===== config.mk =====
export PLATFORM = sky130hd
export DESIGN_NAME = bkm_iter_ctrl
export DESIGN_NICKNAME = d
export VERILOG_FILES = /design/src/rtl/bkm_pkg.sv /design/src/rtl/bkm_dsel.sv /design/src/rtl/csd2bin.sv /design/src/rtl/bkm_iter_ctrl.sv
export SDC_FILE = /design/constraint.sdc
export NUM_CORES = 1
export LEC_CHECK = 0
export ABC_AREA = 1
export CELL_PAD_IN_SITES_DETAIL_PLACEMENT = 1
export CELL_PAD_IN_SITES_GLOBAL_PLACEMENT = 1
export CORE_MARGIN = 10
export CORE_UTILIZATION = 32
export DETAILED_ROUTE_END_ITERATION = 8
export GPL_TIMING_DRIVEN = 0
export HOLD_SLACK_MARGIN = 0.15
export PLACE_DENSITY = 0.94
export SYNTH_ARGS = -nofsm -noshare
export SYNTH_HDL_FRONTEND = slang
export SYNTH_SLANG_ARGS = --single-unit

===== constraint.sdc =====
create_clock -name clk -period 5.35 [get_ports clk]
set_input_delay 0.535 -clock clk [delete_from_list [all_inputs] [get_ports clk]]
set_output_delay 0.535 -clock clk [all_outputs]
set_load 0.01 [all_outputs]

===== src/rtl/bkm_pkg.sv =====
// Shared types for the BKM iteration sequencer: signed-digit codes, FSM states
// and the width of the step-latency counter.
package bkm_pkg;

   typedef logic [1:0] digit_t;

   localparam digit_t D_ZERO = 2'b00;
   localparam digit_t D_POS  = 2'b01;
   localparam digit_t D_NEG  = 2'b11;

   typedef enum logic [1:0] {
      S_IDLE  = 2'd0,
      S_ISSUE = 2'd1,
      S_WAIT  = 2'd2,
      S_DONE  = 2'd3
   } state_t;

   // Wide enough for a step latency of up to 3 cycles.
   localparam int WCNT_W = 2;

endpackage


===== src/rtl/bkm_dsel.sv =====
// Digit selection for one BKM iteration: picks d_x/d_y in {-1, 0, +1} by
// comparing a signed residual against +/-THR.
module bkm_dsel
   import bkm_pkg::*;
#(
   parameter int W   = 8,
   parameter int THR = 16
) (
   input  logic           mode,
   input  logic [2*W-1:0] x,
   input  logic [2*W-1:0] y,
   input  logic [W-1:0]   u,
   input  logic [W-1:0]   v,
   output digit_t         d_x,
   output digit_t         d_y
);

   localparam logic signed [W-1:0] THR_POS = W'(THR);
   localparam logic signed [W-1:0] THR_NEG = W'(-THR);

   logic [W-1:0]        x_bin;
   logic [W-1:0]        y_bin;
   logic signed [W-1:0] r_x;
   logic signed [W-1:0] r_y;

   csd2bin #(.W(W)) u_x2b (.csd(x), .bin(x_bin));
   csd2bin #(.W(W)) u_y2b (.csd(y), .bin(y_bin));

   function automatic digit_t sel(input logic signed [W-1:0] r);
      if (r >= THR_POS)     return D_POS;
      else if (r < THR_NEG) return D_NEG;
      else                  return D_ZERO;
   endfunction

   // L-mode steers on the rotating vector itself, E-mode on the residuals.
   always_comb begin
      r_x = mode ? x_bin : u;
      r_y = mode ? y_bin : v;
      d_x = sel(r_x);
      d_y = sel(r_y);
   end

endmodule


===== src/rtl/csd2bin.sv =====
// Converts a W-digit signed-digit vector (2 bits per digit, LSD first) to a
// W-bit two's complement value; the result wraps modulo 2**W.
module csd2bin
   import bkm_pkg::*;
#(
   parameter int W = 8
) (
   input  logic [2*W-1:0] csd,
   output logic [W-1:0]   bin
);

   logic [W-1:0] pos_bits;
   logic [W-1:0] neg_bits;

   always_comb begin
      pos_bits = '0;
      neg_bits = '0;
      for (int i = 0; i < W; i++) begin
         pos_bits[i] = (csd[2*i +: 2] == D_POS);
         neg_bits[i] = (csd[2*i +: 2] == D_NEG);
      end
      bin = pos_bits - neg_bits;
   end

endmodule


===== src/rtl/bkm_iter_ctrl.sv =====
// Sequences N passes of the bkm_step datapath per operation, with operand
// accept and result return over valid/ready handshakes.
//
//  state   | meaning
//  S_IDLE  | in_ready high, waiting for operands
//  S_ISSUE | st_issue high, st_* operands presented to bkm_step
//  S_WAIT  | st_* held, counting down the step latency, then capture nx_*
//  S_DONE  | result on out_*, waiting for out_ready
module bkm_iter_ctrl
   import bkm_pkg::*;
#(
   parameter int W        = 8,
   parameter int LOG2W    = 3,
   parameter int N        = 8,
   parameter int LOG2N    = 3,
   parameter int STEP_LAT = 1,
   parameter int THR      = 2**(W-4)
) (
   input  logic             clk,
   input  logic             srst,
   input  logic             enable,
   input  logic             in_valid,
   output logic             in_ready,
   input  logic             in_mode,
   input  logic [1:0]       in_format,
   input  logic [2*W-1:0]   in_X,
   input  logic [2*W-1:0]   in_Y,
   input  logic [W-1:0]     in_u,
   input  logic [W-1:0]     in_v,
   output logic             st_mode,
   output logic [1:0]       st_format,
   output logic [LOG2N-1:0] st_n,
   output logic [1:0]       st_d_x,
   output logic [1:0]       st_d_y,
   output logic [2*W-1:0]   st_X,
   output logic [2*W-1:0]   st_Y,
   output logic [W-1:0]     st_u,
   output logic [W-1:0]     st_v,
   output logic             st_issue,
   input  logic [2*W-1:0]   nx_X,
   input  logic [2*W-1:0]   nx_Y,
   input  logic [W-1:0]     nx_u,
   input  logic [W-1:0]     nx_v,
   output logic             out_valid,
   input  logic             out_ready,
   output logic [2*W-1:0]   out_X,
   output logic [2*W-1:0]   out_Y,
   output logic [W-1:0]     out_u,
   output logic [W-1:0]     out_v
);

   if (2**LOG2W != W || N < 2 || N > 2**LOG2N || STEP_LAT < 1 || STEP_LAT > 3)
   begin : g_bad_param
      $error("bkm_iter_ctrl: illegal parameter set");
   end

   state_t              state_q, state_d;
   logic [LOG2N-1:0]    cnt_q, cnt_d;
   logic [WCNT_W-1:0]   wcnt_q, wcnt_d;
   logic                mode_q, mode_d;
   logic [1:0]          fmt_q, fmt_d;
   logic [2*W-1:0]      x_q, x_d, y_q, y_d;
   logic [W-1:0]        u_q, u_d, v_q, v_d;
   digit_t              dx_q, dx_d, dy_q, dy_d;
   logic                out_valid_q, out_valid_d;
   logic [2*W-1:0]      out_x_q, out_x_d, out_y_q, out_y_d;
   logic [W-1:0]        out_u_q, out_u_d, out_v_q, out_v_d;

   logic                last_iter;
   logic                sel_mode;
   logic [2*W-1:0]      sel_x, sel_y;
   logic [W-1:0]        sel_u, sel_v;
   digit_t              sel_dx, sel_dy;

   assign last_iter = (cnt_q == LOG2N'(N-1));

   // Digits are chosen from the values about to be loaded, so the operand
   // registers and their digits update on the same edge.
   always_comb begin
      sel_mode = (state_q == S_IDLE) ? in_mode : mode_q;
      sel_x    = (state_q == S_IDLE) ? in_X    : nx_X;
      sel_y    = (state_q == S_IDLE) ? in_Y    : nx_Y;
      sel_u    = (state_q == S_IDLE) ? in_u    : nx_u;
      sel_v    = (state_q == S_IDLE) ? in_v    : nx_v;
   end

   bkm_dsel #(.W(W), .THR(THR)) u_dsel (
      .mode (sel_mode),
      .x    (sel_x),
      .y    (sel_y),
      .u    (sel_u),
      .v    (sel_v),
      .d_x  (sel_dx),
      .d_y  (sel_dy)
   );

   always_ff @(posedge clk) begin
      if (srst) begin
         state_q     <= S_IDLE;
         cnt_q       <= '0;
         wcnt_q      <= '0;
         mode_q      <= 1'b0;
         fmt_q       <= '0;
         x_q         <= '0;
         y_q         <= '0;
         u_q         <= '0;
         v_q         <= '0;
         dx_q        <= D_ZERO;
         dy_q        <= D_ZERO;
         out_valid_q <= 1'b0;
         out_x_q     <= '0;
         out_y_q     <= '0;
         out_u_q     <= '0;
         out_v_q     <= '0;
      end else begin
         state_q     <= state_d;
         cnt_q       <= cnt_d;
         wcnt_q      <= wcnt_d;
         mode_q      <= mode_d;
         fmt_q       <= fmt_d;
         x_q         <= x_d;
         y_q         <= y_d;
         u_q         <= u_d;
         v_q         <= v_d;
         dx_q        <= dx_d;
         dy_q        <= dy_d;
         out_valid_q <= out_valid_d;
         out_x_q     <= out_x_d;
         out_y_q     <= out_y_d;
         out_u_q     <= out_u_d;
         out_v_q     <= out_v_d;
      end
   end

   always_comb begin
      state_d = state_q;
      if (enable) begin
         case (state_q)
            S_IDLE:  if (in_valid) state_d = S_ISSUE;
            S_ISSUE: state_d = S_WAIT;
            S_WAIT:  if (wcnt_q == '0) state_d = last_iter ? S_DONE : S_ISSUE;
            S_DONE:  if (out_valid_q && out_ready) state_d = S_IDLE;
            default: state_d = S_IDLE;
         endcase
      end
   end

   always_comb begin
      cnt_d       = cnt_q;
      wcnt_d      = wcnt_q;
      mode_d      = mode_q;
      fmt_d       = fmt_q;
      x_d         = x_q;
      y_d         = y_q;
      u_d         = u_q;
      v_d         = v_q;
      dx_d        = dx_q;
      dy_d        = dy_q;
      out_valid_d = out_valid_q;
      out_x_d     = out_x_q;
      out_y_d     = out_y_q;
      out_u_d     = out_u_q;
      out_v_d     = out_v_q;
      if (enable) begin
         case (state_q)
            S_IDLE: if (in_valid) begin
               mode_d = in_mode;
               fmt_d  = in_format;
               x_d    = in_X;
               y_d    = in_Y;
               u_d    = in_u;
               v_d    = in_v;
               dx_d   = sel_dx;
               dy_d   = sel_dy;
               cnt_d  = '0;
            end
            S_ISSUE: wcnt_d = WCNT_W'(STEP_LAT - 1);
            S_WAIT: if (wcnt_q == '0) begin
               x_d = nx_X;
               y_d = nx_Y;
               u_d = nx_u;
               v_d = nx_v;
               if (!last_iter) begin
                  cnt_d = cnt_q + LOG2N'(1);
                  dx_d  = sel_dx;
                  dy_d  = sel_dy;
               end
            end else begin
               wcnt_d = wcnt_q - WCNT_W'(1);
            end
            S_DONE: if (!out_valid_q) begin
               out_x_d     = x_q;
               out_y_d     = y_q;
               out_u_d     = u_q;
               out_v_d     = v_q;
               out_valid_d = 1'b1;
            end else if (out_ready) begin
               out_valid_d = 1'b0;
            end
            default: ;
         endcase
      end
   end

   always_comb begin
      in_ready  = (state_q == S_IDLE);
      st_issue  = (state_q == S_ISSUE);
      st_mode   = mode_q;
      st_format = fmt_q;
      st_n      = cnt_q;
      st_d_x    = dx_q;
      st_d_y    = dy_q;
      st_X      = x_q;
      st_Y      = y_q;
      st_u      = u_q;
      st_v      = v_q;
      out_valid = out_valid_q;
      out_X     = out_x_q;
      out_Y     = out_y_q;
      out_u     = out_u_q;
      out_v     = out_v_q;
   end

endmodule

==> flow_summary.yaml, run 1 <==
outcome:
  status: "finished, final reports clean"
sta:
  slew_headroom_pct: 32.3
  min_period_ns: 2.78
  finalHoldViolCount: 0
  fin_crit_sh_pct: 51.9
  max_freq_ghz: 0.360
  fin_skew_ns: 0.0115
  setup_violations: 0
  fin_ws_ns: 2.57
  tightest_slew_ns: 1.01
  rsz0062_at_grt: "no"
  whs_ns: 0.496
  timing.final.max_slew_violations: 0
  tns_ns: 0
worst_setup_path:
  crit_path_end_kind: "register"
  crit_path_max_fanout: 10
  worst-r2r-setup-slack_ns: 2.57
  crit_start: "state_q[1]$_SDFFE_PP0P_"
  crit_type: "reg -> reg"
  ff2ff_path_depth: 13
  cp-start-kind: "register"
  crit_path_end: "st_d_x[0]$_SDFFE_PP0P_"
  r2r-start: "state_q[1]$_SDFFE_PP0P_"
  r2r-end: "st_d_x[0]$_SDFFE_PP0P_"
  path_buf_inv: 5
  critical_path_arrival_ns: 3.04
  path_delay_family: "simple AND/OR/NAND/NOR gates"
  max_stage_delay_ns: 0.77
  crit_chain: "inv_1 > nor2_1 > inv_2 > nor2_1 > nor2_1 > nand2_1 > inv_2 > nand2_1 > inv_2 > nand3_1 > nand3_1 > nand2_1 > inv_1"
  slowest_stage: "nor2_1"
  required_ns: 5.61
  crit_cells: 13
yosys:
  synth_area_um2: 5400
  synth_seq_cells: 111
  yosysSeqAreaShare_pct: 41.1
  synthDistinctLibCells: 32
  yosysWarnings: 0
  syn_nets: 911
  synth_area_per_cell_um2: 6.72
  syn_inst: 804
finish:
  final_nets: 1134
  syn_to_final_growth_pct: 50.0
  drive_gt1_share_pct: 5.04
  fill_cells: 2153
  final_core_util_pct: 48.9
  diodes: 0
clock_network:
  cts_max_level: 3
  clock_latency_ns: 0.36
  cts.sinks: 111
  cts_max_path_buffers: 2
  cts_buffers: 9
  cts_root_buf: "clkbuf_16"
  clk_pin_slew_ns: 0.08
  postCtsSetupBuffers: 0
  cts_tree: "done"
  ctsHoldBuffers: 0
  cts_resized: 0
route:
  wirelength_um: 25100
  drc_errors: 0
  avgRoutedWirePerCell_um: 20.1
  drtPass1Iterations: 5
  dr_total_vias: 6433
  vias_per_cell: 5.14
  ant_nets: 0
  first_iter_violations: 385
pwr:
  total_power_mw: 2.65
  seqPwrFrac_pct: 36.9
  combPwrFrac_pct: 36.0
  cell_internal_pwr_mw: 1.69
  p_leak_nw: 3.54
  power.ir.vdd_worst_uv: 152
  switching_share_pct: 36.1
  clkPwrFrac_pct: 27.2
  p_sw_mw: 0.956
  power.density_nw_per_um2: 327
grt:
  grt_pass1_wl_um: 38500
  grt_pass1_vias: 6903
  antenna_found_initial: 0
  track_usage_pct: 21.9
  overflow: 0
  grt_max_degree: 19
floorplan:
  dieArea_um2: 22500
  placementRows: 47
  start_util_pct: 32.6
  fp.dieH_um: 150
  ios: 213
  core_um2: 16600
  fp.dieW_um: 150
placed_design:
  hpwlAfterDp_um: 19500
  place_ws_ns: 2.45
  numPortBuffers: 212
  finalWeightedCongestion: 0.885
flow_run:
  max-cap-violations: 0
worst_hold_path:
  min_path_type: "reg -> reg"
==> power groups by stage <==
stage | Sequential [mW] | Clock [mW] | Combinational (mW)
6_report | 0.975 | 0.719 | 0.952
4_1_cts | 0.974 | 0.731 | 0.951
3_5_place_dp | 0.991 | 0 | 0.943
5_1_grt | 0.987 | 0.766 | 1.05
2_1_floorplan | 1.02 | 0 | 0.462
3_3_place_gp | 0.989 | 0 | 0.911
==> layout make-up <==
class | count | area [um^2] | area share [%]
buffer | 48 | 225 | 2.78
clock inverter | 5 | 61.3 | 0.757
tap | 220 | 275 | 3.40
sequential | 111 | 2220 | 27.4
inverter | 46 | 173 | 2.13
clock buffer | 11 | 243 | 3.00
timing repair buffer | 212 | 2120 | 26.2
multi-input combinational | 599 | 2780 | 34.3
==> worst reg2reg max path: stages, from the launching register on <==
cell     delay [ns]
dfxtp_1        0.44
inv_1          0.11
nor2_1         0.77
inv_2          0.22
nor2_1         0.18
nor2_1         0.06
nand2_1        0.09
inv_2          0.10
nand2_1        0.18
inv_2          0.14
nand3_1        0.16
nand3_1        0.10
nand2_1        0.07
inv_1          0.05
==> logic make-up (layout without fill, tap and decap cells) <==
| logic type | Yosys count | in the layout | share of synthesized area (%) |
|---|---|---|---|
| and+or+nand+nor | 404 | 404 | 30.1 |
| buffers and inverters | 94 | 322 | 7.37 |
| muxes | 7 | 7 | 1.30 |
| adders and majority gates | 3 | 3 | 0.695 |
| AOI/OAI and AO/OA | 185 | 185 | 19.4 |
| DFF | 111 | 111 | 41.1 |
==> registers in the layout, indices dropped and copies added, names as in the netlist <==
name and cells:
out_X 16, st_u 8, out_Y 16, out_valid 1, st_n 3, st_X 16
st_d_y 2, st_v 8, st_d_x 2, st_Y 16, st_mode 1, out_v 8
wcnt_q 2, state_q 2, out_u 8, st_format 2
==> Yosys cell counts, drive strengths merged <==
library cell / count / area (um^2)
a21boi: 1 / 7.51
a21oi: 9 / 48.8
a31oi: 48 / 300
a41oi: 1 / 8.76
buf: 12 / 90.1
clkbuf: 36 / 135
dfxtp: 111 / 2220
ha: 3 / 37.5
inv: 46 / 173
mux2i: 7 / 70.1
nand2: 219 / 827
nand3: 43 / 220
nand3b: 1 / 7.51
nand4: 6 / 37.5
nor2: 126 / 478
o211a: 1 / 10.0
o211ai: 1 / 7.51
o21a: 1 / 7.51
o21ai: 123 / 657
or2: 9 / 56.3
==> metrics by stage <==
step                      cell area [um^2]  instances
after floorplan                       5400        804
after global placement                7800       1236
after detailed placement              7800       1236
after CTS                             8100       1252
after global routing                  8100       1252
final                                 8100       1252
==> per-layer routing <==
metal	wire length, um	track usage (%)	vias to the layer above
met5	0	0	-
met4	766	8.07	0
met3	1610	6.34	44
met2	12400	38.2	193
met1	10400	24.8	3097
li1	-	-	3099
==> placed cells by master (no fill, tap or decap), drive strengths merged <==
cell / instances
bufinv: 1
mux2i: 7
nand2: 219
a21boi: 1
inv: 49
dfxtp: 111
a31oi: 48
clkdlybuf4s50: 212
o211a: 1
nand3: 43
or2: 9
a41oi: 1
buf: 12
o21ai: 123
clkbuf: 47
nor2: 126
nand4: 6
o211ai: 1
nand3b: 1
o21a: 1
ha: 3
a21oi: 9
clkinv: 1
==> how the worst min path moves through the flow <==
stage                           start                     end  slack (ns)  cells past startpoint
5_1_grt        out_valid$_SDFFE_PP0P_  out_valid$_SDFFE_PP0P_        0.52                      2
3_3_place_gp   st_d_x[1]$_SDFFE_PP0P_  st_d_x[1]$_SDFFE_PP0P_        0.45                      2
2_1_floorplan  wcnt_q[1]$_SDFFE_PP0P_  wcnt_q[1]$_SDFFE_PP0P_        0.48                      2
4_1_cts        st_d_x[1]$_SDFFE_PP0P_  st_d_x[1]$_SDFFE_PP0P_        0.50                      2
6_report       st_d_x[1]$_SDFFE_PP0P_  st_d_x[1]$_SDFFE_PP0P_        0.50                      2
3_5_place_dp   st_d_x[1]$_SDFFE_PP0P_  st_d_x[1]$_SDFFE_PP0P_        0.49                      2
No activity file was read; power rests on OpenSTA's default activity.
==> inputs of run 2 (changes only) <==
CORE_UTILIZATION = 27   (was 32)
PLACE_DENSITY = 0.85   (was 0.94)
clock period = 2.2 ns   (was 5.35 ns; I/O delays follow)
==> run 2 against run 1 <==
  * First-iteration DRC count fell by 30%
  * Sequential share of layout area fell by 0.87 points
  * Clock skew fell by 0.0014 ns
  * Clock-buffer cell count fell by 1
  * Core utilization fell by 6.0 points
  * Worst setup slack got worse by 2.5 ns
  * Final area rose by 3.6%
  * Non-clock buffer count rose by 7
  * Total power rose to 2.5 times the previous value
  * Sequential power rose by 140%
  * Global-route usage fell by 3.2 points
  * Largest cell class unchanged
  * Largest power group is now combinational cells
==> flow_summary.yaml, run 2 (synthesis results as in run 1) <==
outcome:
  status: "finished, final reports clean"
finish:
  fill_cells: 2508
  syn_to_final_growth_pct: 55.5
  stdcell_area_um2: 8400
  diodes: 0
  finalNonFillerCells: 1304
  most-common-layout-cells: "nand2_1 (211), clkdlybuf4s50_1 (211), nor2_1 (120), o21ai_0 (110), dfxtp_1 (109)"
  final_nets: 1141
  drive_gt1_share_pct: 9.05
worst_hold_path:
  min_path_type: "in -> reg"
sta:
  slew_headroom_pct: 56.7
  fin_skew_ns: 0.0102
  max_freq_ghz: 0.471
  tightest_slew_ns: 0.650
  finalHoldViolCount: 0
  setup_violations: 0
  fin_crit_sh_pct: 96.5
  timing.final.max_slew_violations: 0
  min_period_ns: 2.12
  whs_ns: 0.424
  rsz0062_at_grt: "yes"
clock_network:
  cts.sinks: 111
  cts_max_path_buffers: 2
  cts_tree: "done"
  cts_max_level: 3
  clk_pin_slew_ns: 0.08
  cts_buffers: 9
  ctsHoldBuffers: 0
  cts_root_buf: "clkbuf_16"
  clock_latency_ns: 0.37
route:
  vias_per_cell: 4.91
  wl_met2_um: 12600
  dr_total_vias: 6397
  highest_layer: "met4"
  wirelength_um: 25400
  drc_errors: 0
  routed-wl-met3_um: 1550
  drtPass1Iterations: 4
  avgRoutedWirePerCell_um: 19.5
  ant_nets: 0
  first_iter_violations: 271
  met1_length_um: 10500
pwr:
  power.ir.vdd_worst_uv: 397
  p_leak_nw: 3.65
  power.density_nw_per_um2: 798
placed_design:
  placed_area_um2: 7860
  finalWeightedCongestion: 0.853
  numPortBuffers: 212
  hpwlAfterDp_um: 19700
  dp_cells: 1281
floorplan:
  core_um2: 19600
  start_util_pct: 27.6
  fp.dieW_um: 161
  dieArea_um2: 26100
  fp.dieH_um: 161
  placementRows: 51
  ios: 213
worst_setup_path:
  worst-r2r-setup-slack_ns: 0.08
  critical_path_arrival_ns: 2.39
  path_buf_inv: 4
  slowest_stage: "dfxtp_4"
  crit_path_end_kind: "register"
  path_delay_family: "simple AND/OR/NAND/NOR gates"
  crit_chain: "nor2_4 > buf_6 > buf_4 > buf_6 > mux2i_1 > nand2_1 > nand2_1 > nand3_1 > nand3_1 > nand3_1 > nand2_1 > inv_1"
  required_ns: 2.47
  cp-start-kind: "register"
  max_stage_delay_ns: 0.38
  crit_type: "reg -> reg"
  crit_path_max_fanout: 10
grt:
  grt_pass1_wl_um: 38500
  overflow: 0
  antenna_found_initial: 0
  grt_pass1_vias: 6646
  track_usage_pct: 18.7
  grt_max_degree: 20
flow_run:
  max-cap-violations: 0
-- run 2: cell types whose count changed in the layout (fill, tap and decap cells not counted), sizes merged --
cell / change
buf: +8
clkbuf: -2
bufinv: +1
clkdlybuf4s50: -1
clkinv: -1
dlygate4sd2: +1
inv: +1
-- run 2: worst paths after layout --
kind,from,to,cells after the start
setup reg to reg,state_q[0]$_SDFFE_PP0P_,st_d_x[0]$_SDFFE_PP0P_,12
hold / removal,in_v[2],st_v[2]$_SDFFE_PP0P_,3
setup / recovery,state_q[0]$_SDFFE_PP0P_,st_d_x[0]$_SDFFE_PP0P_,12
hold reg to reg,st_n[1]$_SDFFE_PP0P_,st_n[1]$_SDFFE_PP0P_,2
-- run 2: tightest hold or removal path: cells and delay by family --
kind / cells / cell delay [ns]
simple gates: 1 / 0.06
buf+inv: 1 / 0.39
compound gates: 1 / 0.07
-- run 2: routing by layer --
| metal | up-vias | track usage, % |
|---|---|---|
| met3 | 40 | 5.69 |
| met2 | 160 | 32.4 |
| met1 | 3090 | 21.5 |
| met5 | - | 0 |
| met4 | 0 | 6.20 |
| li1 | 3107 | - |
-- run 2: final cells by class --
class / instances / area (um^2) / area share (%)
repair buffers: 221 / 2200 / 26.1
plain buffers: 46 / 241 / 2.88
inverters: 46 / 175 / 2.09
flip-flops and latches: 111 / 2230 / 26.5
clock buffers: 10 / 229 / 2.73
well taps: 265 / 332 / 3.95
clock inverters: 6 / 97.6 / 1.16
multi-input cells: 599 / 2900 / 34.5
-- run 2: power by group --
part / total, mW / internal [mW] / switching (mW)
registers: 2.38 / 2.22 / 0.163
clock network: 1.88 / 1.02 / 0.859
logic: 2.44 / 1.05 / 1.40
-- run 2: through the flow --
stage	setup TNS [ns]	power [mW]	setup slack, ns	util (%)
floorplan	0	3.59	0.460	-
global placement	-21.95	4.65	-0.357	40.1
detailed placement	-27.13	4.71	-0.432	40.1
CTS	-0.0444	6.61	-0.0444	41.9
global route	-0.0499	7.07	-0.0250	42.9
finish	0	6.70	0.0761	42.9
-- run 2: what timing repair did --
action | CTS | global route
pin swaps | 0 | 8
gates resized for setup | 12 | 46
setup endpoints to repair | 78 | 72
setup buffers | 0 | 9
